--- src/rtl/sprite_pkg.sv ---
// ============================================================================
//  Module  : sprite_pkg
//  Brief   : Shared colour types and constants for the sprite compositing path.
//  Revision: 1.0
// ============================================================================
`default_nettype none

package sprite_pkg;
    localparam int COLOUR_W = 12;
    typedef logic [COLOUR_W-1:0] colour_t;
    localparam colour_t BLACK = 12'h000;
endpackage

`default_nettype wire

--- src/rtl/sprite_priority_enc.sv ---
// ============================================================================
//  Module  : sprite_priority_enc
//  Brief   : Combinational lowest-set-bit encoder selecting the topmost opaque layer.
//  Revision: 1.0
// ============================================================================
`default_nettype none

module sprite_priority_enc #(
    parameter int  M = 4,
    localparam int B = $clog2(M)
) (
    input  logic [M-1:0] opaque_i,
    output logic         any_o,
    output logic [B-1:0] idx_o
);

    // Scanning downwards lets the lowest index overwrite any higher one.
    always_comb begin
        any_o = 1'b0;
        idx_o = '0;
        for (int i = M - 1; i >= 0; i--) begin
            if (opaque_i[i]) begin
                any_o = 1'b1;
                idx_o = B'(i);
            end
        end
    end

endmodule

`default_nettype wire

--- src/rtl/sprite_layer_mixer.sv ---
// ============================================================================
//  Module  : sprite_layer_mixer
//  Brief   : Two-stage M-layer sprite compositor with sync realignment and
//            sticky per-frame collision flags.
//  Revision: 1.0
// ============================================================================
`default_nettype none

module sprite_layer_mixer
    import sprite_pkg::*;
#(
    parameter int  M      = 4,
    parameter int  VS_POL = 0,
    localparam int B      = $clog2(M)
) (
    input  logic                  clk,
    input  logic                  rst,
    input  logic [M*COLOUR_W-1:0] layer_colour,
    input  logic [M-1:0]          layer_hit,
    input  logic [M-1:0]          layer_en,
    input  colour_t               transparent_key,
    input  colour_t               bg_colour,
    input  logic                  de_in,
    input  logic                  hsync_in,
    input  logic                  vsync_in,
    output colour_t               colour_data,
    output logic [B-1:0]          top_layer,
    output logic                  bg_sel,
    output logic                  de_out,
    output logic                  hsync_out,
    output logic                  vsync_out,
    output logic [M-1:0]          collision
);

    localparam logic C_VS_ACT   = (VS_POL != 0);
    localparam logic C_SYNC_IDL = ~C_VS_ACT;

    // Stage 1
    logic [M*COLOUR_W-1:0] colour_q;
    logic [M-1:0]          opaque_d, opaque_q;
    colour_t               bg_q;
    logic                  de1_q, hs1_q, vs1_q;

    // Stage 2
    colour_t               colour_data_q, colour_data_d;
    logic [B-1:0]          top_q, top_d;
    logic                  bg_sel_q, bg_sel_d;
    logic                  de2_q, hs2_q, vs2_q;
    logic [M-1:0]          acc_q, acc_d;
    logic [M-1:0]          coll_q, coll_d;

    logic                  w_any;
    logic [B-1:0]          w_idx;
    logic [M-1:0]          w_contrib;
    logic                  w_vs_edge;

    for (genvar i = 0; i < M; i++) begin : g_opaque
        assign opaque_d[i] = layer_hit[i] & layer_en[i]
                           & (layer_colour[COLOUR_W*i +: COLOUR_W] != transparent_key);
    end

    sprite_priority_enc #(.M(M)) u_prio (
        .opaque_i (opaque_q),
        .any_o    (w_any),
        .idx_o    (w_idx)
    );

    // vs2_q holds the previous stage-1 vsync, so it doubles as the edge history.
    assign w_vs_edge = (vs1_q == C_VS_ACT) && (vs2_q != C_VS_ACT);
    // x & (x-1) is non-zero exactly when two or more bits are set.
    assign w_contrib = (de1_q && ((opaque_q & (opaque_q - 1'b1)) != '0)) ? opaque_q : '0;

    always_comb begin
        colour_data_d = BLACK;
        top_d         = '0;
        bg_sel_d      = 1'b1;
        acc_d         = acc_q | w_contrib;
        coll_d        = coll_q;
        if (de1_q) begin
            if (w_any) begin
                colour_data_d = colour_q[COLOUR_W*w_idx +: COLOUR_W];
                top_d         = w_idx;
                bg_sel_d      = 1'b0;
            end else begin
                colour_data_d = bg_q;
            end
        end
        if (w_vs_edge) begin
            coll_d = acc_q | w_contrib;
            acc_d  = '0;
        end
    end

    always_ff @(posedge clk or posedge rst) begin
        if (rst) begin
            colour_q      <= '0;
            opaque_q      <= '0;
            bg_q          <= BLACK;
            de1_q         <= 1'b0;
            hs1_q         <= C_SYNC_IDL;
            vs1_q         <= C_SYNC_IDL;
            colour_data_q <= BLACK;
            top_q         <= '0;
            bg_sel_q      <= 1'b1;
            de2_q         <= 1'b0;
            hs2_q         <= C_SYNC_IDL;
            vs2_q         <= C_SYNC_IDL;
            acc_q         <= '0;
            coll_q        <= '0;
        end else begin
            colour_q      <= layer_colour;
            opaque_q      <= opaque_d;
            bg_q          <= bg_colour;
            de1_q         <= de_in;
            hs1_q         <= hsync_in;
            vs1_q         <= vsync_in;
            colour_data_q <= colour_data_d;
            top_q         <= top_d;
            bg_sel_q      <= bg_sel_d;
            de2_q         <= de1_q;
            hs2_q         <= hs1_q;
            vs2_q         <= vs1_q;
            acc_q         <= acc_d;
            coll_q        <= coll_d;
        end
    end

    assign colour_data = colour_data_q;
    assign top_layer   = top_q;
    assign bg_sel      = bg_sel_q;
    assign de_out      = de2_q;
    assign hsync_out   = hs2_q;
    assign vsync_out   = vs2_q;
    assign collision   = coll_q;

endmodule

`default_nettype wire

--- config.mk ---
export PLATFORM = sky130hd
export DESIGN_NAME = sprite_layer_mixer
export DESIGN_NICKNAME = d
export VERILOG_FILES = /design/src/rtl/sprite_pkg.sv /design/src/rtl/sprite_priority_enc.sv /design/src/rtl/sprite_layer_mixer.sv
export SDC_FILE = /design/constraint.sdc
export NUM_CORES = 1
export LEC_CHECK = 0
export ABC_CLOCK_PERIOD_IN_PS = 2930
export CORE_MARGIN = 2
export CORE_UTILIZATION = 42
export DETAILED_ROUTE_END_ITERATION = 6
export PLACE_DENSITY_LB_ADDON = 0.2
export SLEW_MARGIN = 25
export SYNTH_ARGS = -nofsm -noshare
export SYNTH_HDL_FRONTEND = slang
export SYNTH_SLANG_ARGS = --single-unit
--- constraint.sdc ---
create_clock -name clk -period 2.93 [get_ports clk]
set_input_delay 0.586 -clock clk [delete_from_list [all_inputs] [get_ports clk]]
set_output_delay 0.586 -clock clk [all_outputs]
set_load 0.03 [all_outputs]
==> out/metrics.csv <==
stage,metric,value,unit
yosys,most frequent cell after synthesis,dfrtp_1,
power_and_ir_drop,maximum VDD drop,0.2725,mV
yosys,Synth area leaders,"dfrtp_1 61%, xor2_1 12%, mux2i_1 6.7%, o221ai_2 4.6%, dfstp_2 3.7%",
drt,DR DRC count,0,
cts,CTS tree,yes,
timing,final period utilization,72.91,%
power_and_ir_drop,switching share of power,24.38,%
timing,crit path time final,2.136,ns
cts,cts repair resizes,0,
power_and_ir_drop,Clock Power Share,33.4,%
setup_path,master of the slowest instance on the critical path,clkdlybuf4s50_1,
drt,remaining antenna violation count,0,
power_and_ir_drop,total chip power,2824,uW
yosys,asr flop ratio synth,100.0,%
cts,H-tree levels,3,
yosys,sequential share of the synthesized area,65.10,%
drt,Initial DRC Count,62,
placement,GP Congestion,0.8623,
grt,pin count of the biggest net entering global routing,94,
placement,port bufs,106,
grt,vias in the first global route,2355,
cells_and_area,fill cell count,677,
yosys,ys flop type,dfrtp_1,
die,# IOs,107,
cts,CTS sink cnt,93,
setup_path,crit path kind,flop to primary output,
yosys,syn avg cell area,14.22,um^2
timing,RSZ-0062 raised after global routing,false,
cells_and_area,Multi-input gate area,1187,um^2
yosys,Ys Warns,0,
die,DIE HEIGHT,96.39,um
drt,vias per cell,4.839,
grt,GRT Overall Usage,17.79,%
timing,Final Hold Viols,0,
yosys,most frequent cells after synthesis,"88 x dfrtp_1, 48 x xor2_1, 24 x mux2i_1, 23 x nand2_1, 12 x nor4_1",
timing,Worst-Margin Slew,0.5041,ns
cts,"Reg clk slew, reported paths",0.08,ns
die,Initial Utilization,43.41,%
drt,router iterations before antenna repair,4,
placement,post-detail-place hpwl,5.813,mm
hold_path,Hold/Removal Path Class,flop to flop,
die,core box area,8258,um^2
power_and_ir_drop,Lkg Pwr,0.002118,uW
cells_and_area,Final nets,452,
grt,initial antenna violation count,0,
setup_path,crit start category,flop,
cells_and_area,area delta synth->final,39.76,%
setup_path,CP Capture Type,primary output,
yosys,Mapped Area,3585,um^2
cts,deepest clock path buffer count,2,
power_and_ir_drop,Flop pwr share,49.6,%
yosys,Post-synth EDFFs,0,
timing,final setup violation count,0,
cells_and_area,diode count,0,
grt,total global routing overflow,0,
power_and_ir_drop,Power Dens Cells,563.8,nW/um^2
timing,TNS Setup,0,ns
outcome,status,completed,
setup_path,Buf/Inv on CP,1,
drt,WL final,7.668,mm
power_and_ir_drop,Combinational Power Share,17.0,%
die,Row Count,33,
setup_path,WP data arrival,1.55,ns
placement,"Cell Area, Placed",4783,um^2
timing,Worst Clk Skew,0.008598,ns
drt,WL/cell,16.08,um
timing,f_max,0.4681,GHz
setup_path,CP max FO,3,
setup_path,crit-path max cell delay,0.66,ns
cts,root buf cell,clkbuf_8,
setup_path,Crit path max-delay family,buffers and inverters,
timing,normalized max-slew margin,66.29,%
yosys,share of Yosys cell area claimed by the top area cell type,61.43,%
yosys,"area leader, netlist",dfrtp_1,
cts,# hold bufs at CTS,0,
drt,routed via count,2308,
cts,TritonCTS Buffers,9,
grt,global-route wire length before repair,11.96,mm
yosys,#FFs+latches synth,93,
cts,setup repair bufs after CTS,0,
cells_and_area,share of post-route cells with drive strength above 1,11.56,%
die,die width,96.39,um
setup_path,crit-path cells,clkdlybuf4s50_1,
timing,pins over their slew limit,0,
setup_path,Worst Path Required,2.34,ns
power_and_ir_drop,P_int,2136,uW
cells_and_area,Sequential Area,2333,um^2
power_and_ir_drop,NetSw,688.6,uW
cts,worst-skew pair later-pin latency,0.35,ns
run,# Max-Cap Violations,0,
yosys,"Net Count, Synth",337,
yosys,gate count after technology mapping,252,
yosys,synth unique cells,26,
cells_and_area,post-route cell area,5010,um^2
die,die footprint,9290,um^2
[stage by stage]
step / std cells / hold slack [ns] / worst slack (ns) / utilization (%)
after floorplan: 252 / 0.3452 / 1.256 / -
after global placement: 461 / 0.3481 / 0.8379 / 57.92
after detailed placement: 461 / 0.3476 / 0.8708 / 57.92
after CTS: 477 / 0.3591 / 0.7794 / 60.67
after global routing: 477 / 0.3710 / 0.7374 / 60.67
final: 477 / 0.3583 / 0.7938 / 60.67
[cell type report]
type                    instances  area share (%)
repair buffers                110           22.28
clock inverters                 3           1.349
multi-input cells             150           23.70
well taps                     105           2.622
inverters                       3          0.2997
flip-flops and latches         93           46.58
clock buffers                  13           3.172
[sequential cells by signal, indices dropped and copies added, names as in the netlist]
name / flops
acc_q: 4
bg_q: 12
bg_sel: 1
collision: 4
colour_data: 12
colour_q: 48
de1_q: 1
de_out: 1
hs1_q: 1
hsync_out: 1
opaque_q: 4
top_layer: 2
vs1_q: 1
vsync_out: 1
[path summary, 6_finish.rpt]
check | depth (start not counted) | end | slack (ns) | startpoint
max | 1 | vsync_out | 0.79 | vsync_out$_DFF_PP1_
min | 0 | hsync_out$_DFF_PP1_ | 0.36 | hs1_q$_DFF_PP1_
max reg2reg | 5 | colour_data[1]$_DFF_PP0_ | 1.17 | opaque_q[2]$_DFF_PP0_
min reg2reg | 0 | hsync_out$_DFF_PP1_ | 0.36 | hs1_q$_DFF_PP1_
max in group asynchronous | 3 | vsync_out$_DFF_PP1_ | 1.82 | rst
min in group asynchronous | 3 | top_layer[0]$_DFF_PP0_ | 0.69 | rst
[power by group through the flow]
stage | clock network [uW] | registers, uW | logic (uW)
finish | 943 | 1400 | 481
global route | 1010 | 1410 | 521
CTS | 961 | 1400 | 487
detailed placement | 0 | 1430 | 486
global placement | 0 | 1420 | 483
floorplan | 0 | 1480 | 174
[metal layers]
layer  share of wire [%]  wire, um  global-route usage [%]  up-vias
met3                 4.7       361                   3.879        8
li1                    -         -                       -     1105
met4                 1.1        86                   5.634        0
met5                   0         0                       0        -
met1                  45      3449                   24.34     1129
met2                  49      3771                   28.59       66
[cell families (layout without fill, tap and decap cells)]
| family | count (synthesis) | after routing | share of synthesized area (%) |
|---|---|---|---|
| DFF | 93 | 93 | 65.10 |
| and+or+nand+nor | 52 | 52 | 7.610 |
| xor gates and xnor gates | 48 | 48 | 11.73 |
| AOI/OAI and AO/OA | 26 | 26 | 7.085 |
| muxes | 24 | 24 | 6.702 |
| buffers and inverters | 9 | 129 | 1.780 |
[layout by cell type (no fill, tap or decap), types with 4 or more instances in the layout]
| cell | synthesis | layout |
|---|---|---|
| clkdlybuf4s50_1 | 0 | 106 |
| xor2_1 | 48 | 48 |
| nand2_1 | 23 | 23 |
| nor2_1 | 6 | 6 |
| clkbuf_8 | 0 | 11 |
| o21ai_0 | 5 | 4 |
| a31oi_1 | 8 | 8 |
| mux2i_1 | 24 | 24 |
| o221ai_2 | 11 | 11 |
| dfrtp_1 | 88 | 88 |
| dfstp_2 | 5 | 5 |
| nor4_1 | 12 | 12 |
(Power assumes the default switching activity.)
